### src/rtl/neural_layer_seq_ctrl.sv
// neural_layer_seq_ctrl: runs one shared per-neuron datapath over every output of a layer, one neuron at a time.
//   The input vector is latched when a start is accepted. For each neuron index 0..OUT_SIZE-1 the controller
//   waits DP_LATENCY+1 cycles, then stores the float32 dp_result into the matching slot of result.
//   Ports: clk, rst_n (async, active-low), start, in (IN_SIZE floats), dp_in, dp_idx, dp_valid,
//          dp_result, result (OUT_SIZE floats, element j at [32*j +: 32]), busy, done.
//   Optional macro NEURAL_SEQ_CTRL_ABORT_EN adds an abort input that cancels a run in progress.
module neural_layer_seq_ctrl #(
  parameter int IN_SIZE = 1,
  parameter int OUT_SIZE = 1,
  parameter int DP_LATENCY = 1,
  localparam int IDX_W = (OUT_SIZE > 2) ? $clog2(OUT_SIZE) : 1,
  localparam int CNT_W = (DP_LATENCY > 1) ? $clog2(DP_LATENCY + 1) : 1
) (
  input  logic                    clk,
  input  logic                    rst_n,
  input  logic                    start,
`ifdef NEURAL_SEQ_CTRL_ABORT_EN
  input  logic                    abort,
`endif
  input  logic [32*IN_SIZE-1:0]   in,
  output logic [32*IN_SIZE-1:0]   dp_in,
  output logic [IDX_W-1:0]        dp_idx,
  output logic                    dp_valid,
  input  logic [31:0]             dp_result,
  output logic [32*OUT_SIZE-1:0]  result,
  output logic                    busy,
  output logic                    done
);
  localparam logic [1:0] IDLE = 2'd0, RUN = 2'd1, DONE = 2'd2;
  logic [1:0] state;
  logic [CNT_W-1:0] cnt;
  logic kill;
`ifdef NEURAL_SEQ_CTRL_ABORT_EN
  assign kill = abort;
`else
  assign kill = 1'b0;
`endif
  assign dp_valid = state == RUN;
  assign done = state == DONE;
  assign busy = (state == RUN) || (state == DONE);
  always_ff @(posedge clk or negedge rst_n) begin
    if (!rst_n) begin
      state <= IDLE;
      dp_in <= '0;
      dp_idx <= '0;
      cnt <= '0;
      result <= '0;
    end else begin
      case (state)
        IDLE: if (start) begin
          state <= RUN;
          dp_in <= in;
          dp_idx <= '0;
          cnt <= '0;
        end
        RUN: if (kill) begin
          // cancelled run keeps whatever elements were already stored
          state <= IDLE;
          dp_idx <= '0;
          cnt <= '0;
        end else if (cnt != CNT_W'(DP_LATENCY)) begin
          cnt <= cnt + 1'b1;
        end else begin
          result[32*dp_idx +: 32] <= dp_result;
          cnt <= '0;
          if (dp_idx == IDX_W'(OUT_SIZE - 1)) state <= DONE;
          else dp_idx <= dp_idx + 1'b1;
        end
        DONE: begin
          state <= IDLE;
          dp_idx <= '0;
        end
        default: state <= IDLE;
      endcase
    end
  end
endmodule

### config.mk
export PLATFORM = sky130hd
export DESIGN_NAME = neural_layer_seq_ctrl
export DESIGN_NICKNAME = d
export VERILOG_FILES = /design/src/rtl/neural_layer_seq_ctrl.sv
export SDC_FILE = /design/constraint.sdc
export NUM_CORES = 1
export LEC_CHECK = 0
export BUFFER_PORTS_ARGS = -buffer_cell sky130_fd_sc_hd__buf_2
export CORE_ASPECT_RATIO = 1.25
export CORE_MARGIN = 5
export CORE_UTILIZATION = 45
export CTS_CLUSTER_SIZE = 20
export DETAILED_ROUTE_END_ITERATION = 12
export HOLD_SLACK_MARGIN = 0.02
export PLACE_DENSITY = 0.87
export REMOVE_ABC_BUFFERS = 1
export SLEW_MARGIN = 10
export SYNTH_ARGS = -nofsm -noshare
export SYNTH_HDL_FRONTEND = slang
export SYNTH_SLANG_ARGS = --single-unit
### constraint.sdc
create_clock -name clk -period 1.9 [get_ports clk]
set_input_delay 0 -clock clk [delete_from_list [all_inputs] [get_ports clk]]
set_output_delay 0 -clock clk [all_outputs]
set_load 0.005 [all_outputs]
# Word-level counts from Yosys, hierarchy flattened
# Index checks and enable logic that the tools add are counted.
word_totals:
  ff_bits: 68
  inputBits: 67
  out_inout_bits: 68
  wordCells: 35
op_classes:
  n_addsub: 3
  eq_ne: 5
  n_shift: 2
  n_mux: 11
  n_reduce_logical: 9
op_table:
  columns: ["cell", "n"]
  rows:
  - ["negator 6 -> 34 bit", 1]
  - ["variable shift 32 x 34 -> 32 bit (first input constant)", 1]
  - ["indexed part select 32 x 34 -> 32 bit", 1]
  - ["bitwise mux 32 bit", 1]
  - ["2-to-1 mux 2 bit", 3]
  - ["AND reduction 2 bit", 3]
  - ["AND reduction 3 bit", 2]
  - ["2-to-1 mux 1 bit", 4]
  - ["inequality test 2 bit (second input constant)", 2]
  - ["case mux 2 bit (2 select lines)", 1]
  - ["case mux 1 bit (3 select lines)", 1]
  - ["nonzero test 3 bit", 1]
  - ["adder 1 bit (second input constant)", 2]
  - ["equality test 2 x 1 -> 1 bit (second input constant)", 1]
  - ["equality test 2 bit (second input constant)", 1]
  - ["logical NOT 2 bit", 1]
  - ["inequality test 2 x 1 -> 1 bit (second input constant)", 1]
  - ["case mux 1 bit (2 select lines)", 1]
  - ["nonzero test 2 bit", 1]
  - ["logical OR 1 bit", 1]

# Depth between registers and ports, before layout
# Gate-level depths: netlist (run 1).
depth:
  word_depth: 4
  mapped_depth: 5

# Worst setup path after synthesis (run 1)
# No wires, ideal clock.
synth_timing:
  path_kind: "reg2reg"
  from: "register state[1]"
  to: "register result[0]"
  arrival_time_ps: 1298
  path_slack_ps: 477
  path_stages_with_launch: 6
  cell_sequence: "dfrtp_1 inv_1 ha_1 nand2_2 buf_6 mux2_4"
synth_via:
  elab_chain_cells: 2
synth_lines:
  columns: ["element", "line_no", "source"]
  rows:
  - ["from (decl)", "30", "logic [1:0] state;"]
  - ["from (signal assigned)", "43", "state <= IDLE;"]
  - ["from (signal assigned)", "51", "state <= RUN;"]
  - ["from (signal assigned)", "58", "state <= IDLE;"]
  - ["equality test 2 x 1 -> 1 bit", null, null]
  - ["net dp_valid", "23", "output logic dp_valid,"]
  - ["AND reduction 2 bit (no line)", null, null]
  - ["to (signal, indexed assignment)", "64", "result[32*dp_idx +: 32] <= dp_result;"]
  - ["to (decl)", "25", "output logic [32*OUT_SIZE-1:0] result,"]
# The timed path passes the listed nets, and every way through them passes these cells.
# A chain may end at the register's enable or synchronous reset.

# Final worst setup path (run 1)
layout_timing:
  from: "register state[1]"
  to: "register result[22]"
layout_via:
  elab_chain_cells: 2
layout_lines:
  columns: ["element", "line_no", "source"]
  rows:
  - ["equality test 2 x 1 -> 1 bit", "49", "case (state)"]
  - ["AND reduction 2 bit (no line)", null, null]
# No other way between the ends.

==> metrics.md, run 1 <==
| Metric | Value |
|---|---|
| Final Hold Fails | 0 |
| Worst-path cell chain | inv_1 > ha_1 > nand2_2 > buf_4 > mux2_4 |
| Full die area | approximately 0.0077 mm2 |
| Synth Instances | between 150 and 200 |
| Area Growth Syn to Fin | 58.2% |
| Synth Area per Inst | between 15 and 20 um2 |
| HP Start | start |
| WHS | about 0.14 ns |
| CTS tree | done |
| Via count of the first global-routing pass | between 2000 and 2500 |
| # diodes | 0 |
| Final nets | approximately 440 |
| Max Slew Vio Count | 0 |
| Final Total Pwr | ~6.4 mW |
| Most frequent cells in the layout | 133 x buf_2, 67 x dfrtp_1, 65 x dlygate4sd3_1 |
| Worst Path Class, Setup | reg2reg |
| Synth warnings | 0 |
| Top delay family on crit path | flip-flops |
| CTS Buffer Depth | 2 |
| Status | complete, no violations |
| Worst EP required | ~2.1 ns |
| Sequential-to-total area share from yosys stat | a little over 60% |
| H-tree Lvls | 3 |
| Tot GR Track Use | about a fifth |
| Power per cell area | between 1000 and 1500 mW/mm2 |
| Crit path capture type | flop |
| Post-synth top area share | around three fifths |
| Crit path DAT | 1.73 ns |
| Vias post-DR | ~2000 |
| GRT overflow | 0 |
| Launch point of the worst path | state[1]$_DFFE_PN0P_ |
| Clock Sink Count | 67 |
| Via density per instance | roughly 4.7 |
| Buffers and inverters on the worst path | 2 |
| Post-route ant nets | 0 |
| Routed WL | 7240 um |
| Root Buffer | clkbuf_8 |
| Leakage power | 2.21 nW |
| Post-detail-place hpwl | around 4300 um |
| Yosys reg bits | between 60 and 70 |
| Max-Cap Viols | 0 |
| Layout cells sized above 1 | 59.6% |
| Global placer's final weighted congestion | 0.706 |
| Peak supply drop | 0.000827 V |
| Chip height | 96.8 um |
| Antenna violations before repair | 0 |
| Wire per inst | between 15 and 20 um |
| Clock Skew | 0.00944 ns |
| Achievable Freq | 658 MHz |
| Final setup TNS | 0 ns |
| Synth area leader | dfrtp_1 |
| Ports | ~140 |
| Resized cells post-CTS | 0 |
| # rows | 31 |
| Pin count of the biggest net entering global routing | 33 |
| Worst hold path type | in2reg |
| Clk pin slew, worst setup/hold paths | approximately 0.07 ns |
| First-pass GRT wire length | approximately 12000 um |
| Netlist cell types | 15 |
| Drc violations | 0 |
| Synthesized area | 0.00271 mm2 |
| Core area | a little under 0.006 mm2 |
| Final min period | between 1.5 and 2 ns |
| Startpoint types | flop |
| Die Wd | between 70 and 80 um |
| DR pass1 iterations | 3 |
| Synth top area cells | dfrtp_1 62%, mux2_4 17%, mux2_2 15% |
| Port bufs | about 130 |
| Clock Latency Late Sink | between 0.3 and 0.4 ns |
| Starting Density | 46.6% |
| Unrepaired setup endpoints after global routing | false |
| 1st-iter DRT viols | 41 |
| R2R Path Start | state[1]$_DFFE_PN0P_ |
| Final worst-path cycle share | ~80% |
| Final Util | 73.8% |
| CP max stage cell | dfrtp_1 |
| Final setup viols | 0 |
| Most common cell after layout, fill and taps aside | buf_2 |
| Total CTS buffers | 9 |
| CP Max Fanout | 9 |
| Slowest stage delay, CP | around 0.38 ns |
## path summary, 6_finish.rpt
kind,endpoint,slack [ns],cells after the start
max,result[22]$_DFFE_PN0P_,0.38,5
min,cnt$_DFFE_PN0P_,0.14,3
max reg2reg,result[22]$_DFFE_PN0P_,0.38,5
min reg2reg,dp_in[8]$_DFFE_PN0P_,0.50,1
max in group asynchronous,dp_in[14]$_DFFE_PN0P_,1.00,3
min in group asynchronous,dp_in[12]$_DFFE_PN0P_,0.18,2
## power by group
part	switching, mW	internal [mW]	total [mW]
logic	0.986	1.68	2.67
clock network	0.521	0.600	1.12
registers	0.407	2.17	2.57
total	1.91	4.45	6.36
## per-stage QoR
stage	cells	area, um2	worst slack, ns
6_report	435	4290	0.380
3_3_place_gp	354	3450	0.454
5_1_grt	435	4290	0.293
4_1_cts	435	4290	0.381
3_5_place_dp	354	3450	0.390
2_1_floorplan	150	2640	0.0501
## cell usage after synthesis
| master | instances |
|---|---|
| dfrtp_1 | 67 |
| mux2_2 | 35 |
| mux2_4 | 30 |
| buf_6 | 6 |
| ha_1 | 4 |
| inv_1 | 3 |
| o21ai_0 | 3 |
| nand2_1 | 2 |
| a21oi_1 | 1 |
| and2b_1 | 1 |
| buf_4 | 1 |
| conb_1 | 1 |
| nand2_2 | 1 |
| nor2_1 | 1 |
| o21a_1 | 1 |
## sequential cells by signal, summed over array words and instances (netlist names)
signal / cells
cnt: 1
dp_in: 32
result: 32
state: 2
## per-layer routing
layer	share of wire (%)	global-route usage, %
met5	0	0
met3	7.6	4.83
met4	1.2	6.75
met1	38	22.3
met2	53	35.6
## cell type report
class | count | area, um2
clock inverter | 7 | 68.8
timing repair buffer | 203 | 1380
fill | 371 | 1530
sequential | 67 | 1680
clock buffer | 9 | 124
inverter | 3 | 11.3
multi-input combinational | 80 | 951
tap | 66 | 82.6
## worst reg2reg max path, cell delays in order (launching register included)
cell,delay [ns]
dfrtp_1,0.38
inv_1,0.12
ha_1,0.28
nand2_2,0.11
buf_4,0.21
mux2_4,0.31
## timing repair
item	in CTS	in global routing
endpoints found under the hold margin	85	0
hold buffers	65	0
buffers inserted	0	0
## logic make-up after synthesis
| family | count (synthesis) | synth area share [%] |
|---|---|---|
| other | 1 | 0.138 |
| DFF | 67 | 61.8 |
| buffers and inverters | 10 | 3.18 |
| AOI/OAI and AO/OA | 5 | 1.01 |
| adders and majority gates | 4 | 1.84 |
| and+or+nand+nor | 5 | 0.922 |
| muxes | 65 | 31.1 |
(Power assumes the default switching activity.)
==> inputs of run 2 (changes only) <==
--- a/config.mk
+++ b/config.mk
@@ -8,11 +8,11 @@
 export BUFFER_PORTS_ARGS = -buffer_cell sky130_fd_sc_hd__buf_2
 export CORE_ASPECT_RATIO = 1.25
 export CORE_MARGIN = 5
-export CORE_UTILIZATION = 45
+export CORE_UTILIZATION = 41
 export CTS_CLUSTER_SIZE = 20
 export DETAILED_ROUTE_END_ITERATION = 12
 export HOLD_SLACK_MARGIN = 0.02
-export PLACE_DENSITY = 0.87
+export PLACE_DENSITY = 0.84
 export REMOVE_ABC_BUFFERS = 1
 export SLEW_MARGIN = 10
 export SYNTH_ARGS = -nofsm -noshare
==> constraint.sdc (replaced) <==
create_clock -name clk -period 1.3 [get_ports clk]
set_input_delay 0 -clock clk [delete_from_list [all_inputs] [get_ports clk]]
set_output_delay 0 -clock clk [all_outputs]
set_load 0.005 [all_outputs]
==> metrics.md, run 2 (synthesis gave the netlist of run 1 again) <==
| Metric | Value |
|---|---|
| Wire per inst | 16.2 um (was 16.6 um) |
| Routed WL | 7710 um (was 7240 um) |
| CTS tree | done (unchanged) |
| CP max stage cell | dfrtp_1 (unchanged) |
| Chip height | 101 um (was 96.8 um) |
| Failing checks | negative setup slack |
| DP Cell Count | 382 (was 354) |
| Most frequent cells in the layout | 132 x buf_2, 67 x dfrtp_1, 65 x dlygate4sd3_1 (was 133 x buf_2, 67 x dfrtp_1, 65 x dlygate4sd3_1) |
| Final Total Pwr | 10.2 mW (was 6.36 mW) |
| Clk pin slew, worst setup/hold paths | 0.07 ns (about the same) |
| Final Hold Fails | 0 (unchanged) |
| Multi-input logic area | 0.00104 mm2 (was 951 um2) |
| DR pass1 iterations | 4 (was 3) |
| Core area | 0.00652 mm2 (was 0.00582 mm2) |
| Via density per instance | 4.48 (was 4.66) |
| Non-filler cells, final | 476 (was 435) |
| Starting Density | 41.6% (was 46.6%) |
| # diodes | 0 (unchanged) |
| Crit path DAT | 1.64 ns (was 1.73 ns) |
| Final setup viols | 56 (was 0) |
| Port bufs | 133 (unchanged) |
| Clock Latency Late Sink | 0.32 ns (was 0.33 ns) |
| Peak supply drop | 0.00127 V (was 0.000827 V) |
| Root Buffer | clkbuf_8 (unchanged) |
| Fillers | 412 (was 371) |
| Post-detail-place hpwl | 4330 um (was 4350 um) |
| Reg area | 0.00168 mm2 (unchanged) |
| Met3 Wirelength | 698 um (was 553 um) |
| Clock Skew | 0.00504 ns (was 0.00944 ns) |
| Final WS setup | -0.130 ns (was 0.380 ns) |
| Power per cell area | 2170 mW/mm2 (was 1480 mW/mm2) |
| Max-Cap Viols | 0 (unchanged) |
| First-pass GRT wire length | 11700 um (was 11800 um) |
| Clock Sink Count | 67 (unchanged) |
| Crit path capture type | flop (unchanged) |
| Post-route ant nets | 0 (unchanged) |
| Layout cells sized above 1 | 63.0% (was 59.6%) |
| H-tree Lvls | 3 (unchanged) |
| Achievable Freq | 699 MHz (was 658 MHz) |
| Leakage power | 2.40 nW (was 2.21 nW) |
| Full die area | 0.00836 mm2 (was 0.00769 mm2) |
| GRT overflow | 0 (unchanged) |
| Unrepaired setup endpoints after global routing | true (was false) |
| Drc violations | 0 (unchanged) |
| Status | finished, violations left (was complete, no violations) |
| Buffers and inverters on the worst path | 3 (was 2) |
| Area Growth Syn to Fin | 73.2% (was 58.2%) |
| Max Slew Vio Count | 0 (unchanged) |
| Tot GR Track Use | 19.0% (was 19.8%) |
| WHS | 0.153 ns (was 0.142 ns) |
| Global placer's final weighted congestion | 0.654 (was 0.706) |
| Total CTS buffers | 9 (unchanged) |
| Biggest regs | dp_in (32), result (32), state (2) (unchanged) |
| Worst-path cell chain | inv_2 > ha_4 > nand2_8 > buf_12 > buf_16 > mux2_2 (was inv_1 > ha_1 > nand2_2 > buf_4 > mux2_4) |
| Final nets | 455 (was 435) |
| 1st-iter DRT viols | 50 (was 41) |
| CTS Buffer Depth | 2 (unchanged) |
| Die Wd | 82.8 um (was 79.5 um) |
| Top delay family on crit path | flip-flops (unchanged) |
| WL met1 | 2970 um (was 2750 um) |
| Slowest stage delay, CP | 0.40 ns (was 0.38 ns) |
| Ports | 135 (unchanged) |
| Startpoint types | flop (unchanged) |
| Vias post-DR | 2134 (was 2026) |
| Worst hold path type | in2async (was in2reg) |
| Final min period | 1.43 ns (was 1.52 ns) |
| # rows | 33 (was 31) |
| Final worst-path cycle share | 110% (was 80.0%) |
| Worst EP required | 1.51 ns (was 2.11 ns) |
| Most common cell after layout, fill and taps aside | buf_2 (unchanged) |
| Uppermost layer routed | met4 (unchanged) |
| Metal2 WL | 3900 um (was 3850 um) |
| Antenna violations before repair | 0 (unchanged) |
| Pin count of the biggest net entering global routing | 32 (was 33) |
| CP Max Fanout | 8 (was 9) |
| Worst Path Class, Setup | reg2reg (unchanged) |
| Via count of the first global-routing pass | 2361 (was 2374) |
==> run 2: layout make-up <==
class / instances / share of cell area, %
repair buffers: 223 / 35.9
flip-flops and latches: 67 / 35.7
multi-input cells: 80 / 22.2
clock buffers: 14 / 3.46
well taps: 87 / 2.32
inverters: 3 / 0.240
clock inverters: 2 / 0.213
==> run 2: routing by layer <==
| metal | up-vias | track usage (%) |
|---|---|---|
| li1 | 996 | - |
| met1 | 1011 | 21.8 |
| met2 | 113 | 32.8 |
| met3 | 14 | 4.74 |
| met4 | 0 | 8.05 |
| met5 | - | 0 |
==> run 2: final timing paths <==
path / startpoint / slack [ns] / depth (start not counted) / endpoint
setup / recovery: state[1]$_DFFE_PN0P_ / -0.13 / 6 / dp_in[19]$_DFFE_PN0P_
hold / removal: rst_n / 0.15 / 2 / dp_in[25]$_DFFE_PN0P_
setup reg to reg: state[1]$_DFFE_PN0P_ / -0.13 / 6 / dp_in[19]$_DFFE_PN0P_
hold reg to reg: dp_in[20]$_DFFE_PN0P_ / 0.50 / 1 / dp_in[20]$_DFFE_PN0P_
max in group asynchronous: rst_n / 0.65 / 3 / result[5]$_DFFE_PN0P_
min in group clk: start / 0.22 / 4 / dp_in[28]$_DFFE_PN0P_
==> run 2: repair_timing <==
action	4_1_cts	5_1_grt
setup buffers	5	5
pin swaps	3	1
resized for setup	30	5
cloned	4	1
hold endpoints to repair	131	0
hold buffers	65	0
setup endpoints to repair	67	69
==> run 2: power breakdown <==
part | total (mW) | switching, mW | internal (mW)
Clock | 1.50 | 0.704 | 0.793
Combinational | 4.93 | 1.74 | 3.20
Sequential | 3.78 | 0.611 | 3.17
Total | 10.2 | 3.05 | 7.16
==> run 2: worst reg2reg max path, cell delays in order (launching register included) <==
cell and delay [ns]:
dfrtp_1 0.40, inv_2 0.11, ha_4 0.18, nand2_8 0.07
buf_12 0.14, buf_16 0.14, mux2_2 0.28
==> run 2: through the flow <==
step / setup TNS (ns) / setup slack, ns / cell area (um2) / util (%)
after floorplan: -34.00 / -0.550 / 2640 / -
after global placement: -6.10 / -0.114 / 3550 / 54.5
after detailed placement: -8.31 / -0.172 / 3550 / 54.5
after CTS: -3.96 / -0.114 / 4640 / 71.1
after global routing: -7.25 / -0.180 / 4700 / 72.0
final: -4.41 / -0.130 / 4700 / 72.0
